<file path="src/rtl/keypad_pkg.sv">
// Shared types, widths and helpers for the keypad event controller.
package keypad_pkg;

  localparam int unsigned KEY_W         = 16;
  localparam int unsigned CODE_W        = 4;
  localparam int unsigned EVT_W         = 5;
  // Event bit that distinguishes press (1) from release (0).
  localparam int unsigned EVT_PRESS_BIT = 4;
  localparam int unsigned CNT_W         = 8;

  typedef enum logic [1:0] {
    StIdle,
    StPressWait,
    StHeld,
    StReleaseWait
  } kp_state_e;

  // True when exactly one bit of the active-low key vector is low.
  function automatic logic is_single_low(input logic [KEY_W-1:0] key);
    logic [KEY_W-1:0] v;
    v = ~key;
    return (v != '0) && ((v & (v - KEY_W'(1))) == '0);
  endfunction

  // Index of the low bit of a one-hot-low key vector.
  function automatic logic [CODE_W-1:0] onehot_low_to_code(input logic [KEY_W-1:0] key);
    logic [CODE_W-1:0] code;
    code = '0;
    for (int unsigned i = 0; i < KEY_W; i++) begin
      if (!key[i]) code = CODE_W'(i);
    end
    return code;
  endfunction

endpackage

</file>
<file path="src/rtl/keypad_evt_fifo.sv">
// Event queue: power-of-two depth FIFO with combinational head output.
module keypad_evt_fifo
  import keypad_pkg::*;
#(
  parameter int unsigned FIFO_DEPTH = 4,
  parameter int unsigned DATA_W     = EVT_W
) (
  input  logic              clk,
  input  logic              reset,
  input  logic              i_push,
  input  logic [DATA_W-1:0] i_data,
  input  logic              i_pop,
  output logic              o_valid,
  output logic [DATA_W-1:0] o_data,
  output logic              o_drop
);

  localparam int unsigned PTR_W = $clog2(FIFO_DEPTH);
  localparam int unsigned CNT_W = $clog2(FIFO_DEPTH) + 1;

  logic [DATA_W-1:0] r_mem [FIFO_DEPTH];
  logic [PTR_W-1:0]  r_wptr;
  logic [PTR_W-1:0]  r_rptr;
  logic [CNT_W-1:0]  r_count;

  logic w_empty;
  logic w_full;
  logic w_do_push;
  logic w_do_pop;

  // Push/pop qualification; a full queue still accepts a push when a pop frees a slot.
  always_comb begin
    w_empty   = (r_count == '0);
    w_full    = (r_count == CNT_W'(FIFO_DEPTH));
    w_do_pop  = i_pop && !w_empty;
    w_do_push = i_push && (!w_full || w_do_pop);
    o_drop    = i_push && w_full && !w_do_pop;
    o_valid   = !w_empty;
    o_data    = w_empty ? '0 : r_mem[r_rptr];
  end

  // Storage, pointers (wrap naturally at power-of-two depth) and occupancy.
  always_ff @(posedge clk or negedge reset) begin
    if (!reset) begin
      for (int unsigned i = 0; i < FIFO_DEPTH; i++) r_mem[i] <= '0;
      r_wptr  <= '0;
      r_rptr  <= '0;
      r_count <= '0;
    end else begin
      if (w_do_push) begin
        r_mem[r_wptr] <= i_data;
        r_wptr        <= r_wptr + PTR_W'(1);
      end
      if (w_do_pop) r_rptr <= r_rptr + PTR_W'(1);
      if (w_do_push && !w_do_pop)      r_count <= r_count + CNT_W'(1);
      else if (w_do_pop && !w_do_push) r_count <= r_count - CNT_W'(1);
    end
  end

endmodule

</file>
<file path="src/rtl/keypad_event_ctrl.sv">
// Keypad debouncer: synchronizes the scanner, debounces single-key press/release
// and queues press/release events for a consumer.
module keypad_event_ctrl
  import keypad_pkg::*;
#(
  parameter int unsigned DEBOUNCE_CYCLES = 20,
  parameter int unsigned FIFO_DEPTH      = 4
) (
  input  logic              clk,
  input  logic              reset,
  input  logic [KEY_W-1:0]  key,
  input  logic              pressed,
  output logic              evt_valid,
  output logic [EVT_W-1:0]  evt_data,
  input  logic              evt_ready,
  output logic              held,
  output logic [CODE_W-1:0] held_code,
  output logic              overflow,
  input  logic              ovf_clr
);

  localparam logic [CNT_W-1:0] DB_TGT = CNT_W'(DEBOUNCE_CYCLES);

  logic [KEY_W-1:0]  r_key_s1, r_key_s2;
  logic              r_pressed_s1, r_pressed_s2;

  kp_state_e         r_state, w_state_nxt;
  logic [CNT_W-1:0]  r_cnt, w_cnt_nxt, w_cnt_inc;
  logic [CODE_W-1:0] r_cand, w_cand_nxt;
  logic [CODE_W-1:0] r_held_code, w_held_code_nxt;
  logic              r_overflow;

  logic              w_valid_single;
  logic [CODE_W-1:0] w_code;
  logic              w_push;
  logic [EVT_W-1:0]  w_push_data;
  logic              w_pop;
  logic              w_drop;

  // Two-flop synchronizer; idle value is "no key, not pressed".
  always_ff @(posedge clk or negedge reset) begin
    if (!reset) begin
      r_key_s1     <= '1;
      r_key_s2     <= '1;
      r_pressed_s1 <= 1'b0;
      r_pressed_s2 <= 1'b0;
    end else begin
      r_key_s1     <= key;
      r_key_s2     <= r_key_s1;
      r_pressed_s1 <= pressed;
      r_pressed_s2 <= r_pressed_s1;
    end
  end

  // Sample classification and saturating counter increment.
  always_comb begin
    w_valid_single = r_pressed_s2 && is_single_low(r_key_s2);
    w_code         = onehot_low_to_code(r_key_s2);
    w_cnt_inc      = (r_cnt == '1) ? r_cnt : r_cnt + CNT_W'(1);
  end

  // Debounce FSM next-state and event generation.
  always_comb begin
    w_state_nxt     = r_state;
    w_cnt_nxt       = r_cnt;
    w_cand_nxt      = r_cand;
    w_held_code_nxt = r_held_code;
    w_push          = 1'b0;
    w_push_data     = '0;
    unique case (r_state)
      StIdle: begin
        if (w_valid_single) begin
          w_cand_nxt  = w_code;
          w_cnt_nxt   = CNT_W'(1);
          w_state_nxt = StPressWait;
        end
      end
      StPressWait: begin
        if (w_valid_single && (w_code == r_cand)) begin
          w_cnt_nxt = w_cnt_inc;
          if (w_cnt_inc >= DB_TGT) begin
            w_push                      = 1'b1;
            w_push_data[EVT_PRESS_BIT]  = 1'b1;
            w_push_data[CODE_W-1:0]     = r_cand;
            w_held_code_nxt             = r_cand;
            w_cnt_nxt                   = '0;
            w_state_nxt                 = StHeld;
          end
        end else if (w_valid_single) begin
          w_cand_nxt = w_code;
          w_cnt_nxt  = CNT_W'(1);
        end else begin
          w_cnt_nxt   = '0;
          w_state_nxt = StIdle;
        end
      end
      StHeld: begin
        // Key-bit changes are ignored here: no rollover.
        if (!r_pressed_s2) begin
          w_cnt_nxt   = CNT_W'(1);
          w_state_nxt = StReleaseWait;
        end
      end
      StReleaseWait: begin
        if (!r_pressed_s2) begin
          w_cnt_nxt = w_cnt_inc;
          if (w_cnt_inc >= DB_TGT) begin
            w_push                  = 1'b1;
            w_push_data[CODE_W-1:0] = r_held_code;
            w_cnt_nxt               = '0;
            w_state_nxt             = StIdle;
          end
        end else begin
          w_cnt_nxt   = '0;
          w_state_nxt = StHeld;
        end
      end
      default: begin
        w_cnt_nxt   = '0;
        w_state_nxt = StIdle;
      end
    endcase
  end

  // FSM state and debounce bookkeeping registers.
  always_ff @(posedge clk or negedge reset) begin
    if (!reset) begin
      r_state     <= StIdle;
      r_cnt       <= '0;
      r_cand      <= '0;
      r_held_code <= '0;
    end else begin
      r_state     <= w_state_nxt;
      r_cnt       <= w_cnt_nxt;
      r_cand      <= w_cand_nxt;
      r_held_code <= w_held_code_nxt;
    end
  end

  // Sticky overflow; a new drop outranks a simultaneous clear.
  always_ff @(posedge clk or negedge reset) begin
    if (!reset) begin
      r_overflow <= 1'b0;
    end else if (w_drop) begin
      r_overflow <= 1'b1;
    end else if (ovf_clr) begin
      r_overflow <= 1'b0;
    end
  end

  // Output decode.
  always_comb begin
    w_pop     = evt_valid && evt_ready;
    held      = (r_state == StHeld) || (r_state == StReleaseWait);
    held_code = r_held_code;
    overflow  = r_overflow;
  end

  keypad_evt_fifo #(
    .FIFO_DEPTH (FIFO_DEPTH),
    .DATA_W     (EVT_W)
  ) u_evt_fifo (
    .clk     (clk),
    .reset   (reset),
    .i_push  (w_push),
    .i_data  (w_push_data),
    .i_pop   (w_pop),
    .o_valid (evt_valid),
    .o_data  (evt_data),
    .o_drop  (w_drop)
  );

endmodule

</file>
<file path="config.mk">
export PLATFORM = sky130hd
export DESIGN_NAME = keypad_event_ctrl
export DESIGN_NICKNAME = d
export VERILOG_FILES = /design/src/rtl/keypad_pkg.sv /design/src/rtl/keypad_evt_fifo.sv /design/src/rtl/keypad_event_ctrl.sv
export SDC_FILE = /design/constraint.sdc
export NUM_CORES = 1
export LEC_CHECK = 0
export CAP_MARGIN = 20
export CORE_MARGIN = 2
export CORE_UTILIZATION = 60
export CTS_BUF_LIST = sky130_fd_sc_hd__clkbuf_8
export CTS_CLUSTER_DIAMETER = 30
export DETAILED_ROUTE_END_ITERATION = 16
export MAX_ROUTING_LAYER = met4
export PLACE_DENSITY = 0.87
export SYNTH_ARGS = -nofsm -noshare
export SYNTH_HDL_FRONTEND = slang
export SYNTH_SLANG_ARGS = --single-unit
</file>
<file path="constraint.sdc">
create_clock -name clk -period 9.3 [get_ports clk]
set_input_delay 1.86 -clock clk [delete_from_list [all_inputs] [get_ports clk]]
set_output_delay 1.86 -clock clk [all_outputs]
set_load 0.03 [all_outputs]
</file>
==> impl_metrics.ini <==
[routing]
wl_um = 6820
vias = 2465
drc = 0
drtPass1Iterations = 4
first_iter_violations = 168
via_per_inst = 5.841
antenna_left = 0
drt-wirelength-per-cell_um = 16.16

[floorplan]
die-width_um = 83.04
row_count = 28
coreArea_um2 = 5991
io_pins = 33
die_h_um = 83.04
start_util_pct = 62.57
die-area_um2 = 6896

[yosys]
synth_area_um2 = 3749
ys_seq_area_share_pct = 54.47
ys_types = 58
synth_top_area_cell = dfrtp_1
synth_fp_nets = 332
ys_ff_latch = 80
yosysWarningCount = 0
async_flop_share_pct = 100.0
synth_most_common_cell = dfrtp_1
ys.flop_type = dfrtp_1
synth_commonest_cells = dfrtp_1 (48), dfstp_2 (32), nand2_1 (24)
ys_top_cells_by_area = dfrtp_1 (32%), dfstp_2 (22%), mux2_1 (4.8%)
synth_edf_count = 0
avgSynthCellArea_um2 = 12.33
syn_inst = 304
synth_top_area_share_pct = 32.04

[run]
max_cap_viol_count = 0

[clock_tree]
cts_tree = yes
hold_buffers = 0
cts-buffers-inserted = 9
cts_resized = 0
cts_buffer_depth = 2
clk_pin_slew_worst_paths_ns = 0.08
cts.sinks = 80
htree_levels = 3
root_buffer = clkbuf_8
post_cts_buffers = 0
clk_latency_ns = 0.35

[grt]
grt_usage_pct = 22.42
grt-ovfl-total = 0
grt_max_degree = 81
antenna_found_initial = 0
grt_pass1_wl_um = 12070
grt_pass1_vias = 2554

[sta]
hold_viol_final = 0
slew_headroom_pct = 32.17
clock_skew_ns = 0.01336
setup_tns_ns = 0
whs_ns = 0.3560
max_freq_mhz = 235.1
maxSlewViolCount = 0
period_minus_slack_ns = 4.254
setup_viol = 0
tightest_slew_ns = 1.003
rsz0062_at_grt = no
post-route-period-util_pct = 45.75

[setup_path]
crit_type = primary input to flip-flop
startpoint_type = primary input
end_kind = flip-flop
crit_fanout = 6
required_ns = 9.54
arrival_ns = 4.50

[pwr]
vdd_drop_max_mv = 0.1139
power_density_nw_per_um2 = 151.9
total_power_mw = 0.6603
leakagePower_nw = 1.906

[placement]
place_inst = 406
dp_hpwl_um = 4863
io_buffers = 32
gp_congestion = 0.8862

[layout]
fin_nets = 370
stdcell_count = 422
antenna_cells = 0
drive_above_1_share_pct = 20.75
areaGrowthSynthToFinish_pct = 15.95

[hold_path]
min_path_type = flip-flop to flip-flop

[outcome]
outcome = finished, final reports clean
## worst paths after layout
| path | start | endpoint | slack [ns] | cells past startpoint |
|---|---|---|---|---|
| max | evt_ready | u_evt_fifo.r_count[1]$_DFFE_PN0P_ | 5.05 | 8 |
| min | r_key_s1[8]$_DFF_PN1_ | r_key_s2[8]$_DFF_PN1_ | 0.36 | 0 |
| max reg2reg | r_key_s2[3]$_DFF_PN1_ | u_evt_fifo.r_count[2]$_DFFE_PN0P_ | 5.89 | 12 |
| min reg2reg | r_key_s1[8]$_DFF_PN1_ | r_key_s2[8]$_DFF_PN1_ | 0.36 | 0 |
| max in group asynchronous | reset | held_code[2]$_DFFE_PN0P_ | 7.03 | 1 |
| min in group asynchronous | reset | r_cnt[4]$_DFFE_PN0P_ | 1.66 | 1 |
## where the power goes
group | leakage, nW | internal, mW | switching [mW]
clock | 0.117 | 0.147 | 0.117
combinational | 0.818 | 0.0127 | 0.0143
sequential | 0.971 | 0.361 | 0.00729
## flip-flops by register name (all words and copies together) (netlist names)
signal              cells
held_code               4
u_evt_fifo.r_mem       20
u_evt_fifo.r_count      3
u_evt_fifo.r_rptr       2
u_evt_fifo.r_wptr       2
r_pressed_s1            1
r_key_s1               16
overflow                1
r_cand                  4
r_key_s2               16
r_state                 2
r_pressed_s2            1
r_cnt                   8
## final cells by class
cell class              count  area [um2]
multi-input cells         196        1602
well taps                  75       93.84
clock inverters             7       81.33
flip-flops and latches     80        2042
repair buffers             32       317.8
clock buffers               9       123.9
fillers                   381        1644
inverters                  23       86.33
## per-layer routing
layer	vias to the layer above	part of all wire, %	track usage, %
li1	1165	-	-
met1	1236	43	27.48
met2	50	52	36.66
met3	14	3.3	3.877
met4	0	2.3	10.13
met5	-	0	-
## stage by stage
stage / setup WS [ns] / area (um2) / utilization (%)
6_report: 5.046 / 4347 / 72.56
5_1_grt: 4.935 / 4347 / 72.56
4_1_cts: 5.046 / 4347 / 72.56
3_5_place_dp: 4.661 / 4141 / 69.13
3_3_place_gp: 4.765 / 4141 / 69.13
2_1_floorplan: 5.294 / 3749 / -
## worst max-delay path: stages
cell and delay [ns]:
clkdlybuf4s50_1 0.45, nor4b_1 0.84, nor2_8 0.14, and2_1 0.25, ha_1 0.21, inv_1 0.07
fa_1 0.40, mux2_2 0.26
## layout by cell type (no fill, tap or decap), types with 11 or more instances in the layout
cell type,n
and2_1,11
clkdlybuf4s50_1,31
dfrtp_1,48
dfstp_2,32
inv_1,25
mux2_1,16
nand2_1,24
nand3_1,12
o21ai_0,17
## kinds of logic (layout without fill, tap and decap cells)
logic type	count (synthesis)	after routing	share of synthesized area, %
xor gates and xnor gates	9	9	2.103
DFF	80	80	54.47
adders and majority gates	8	8	2.804
AOI/OAI and AO/OA	62	62	11.65
muxes	30	30	10.31
and+or+nand+nor	87	87	15.85
buffers and inverters	28	71	2.803
Power figures use the tool's default switching activity.
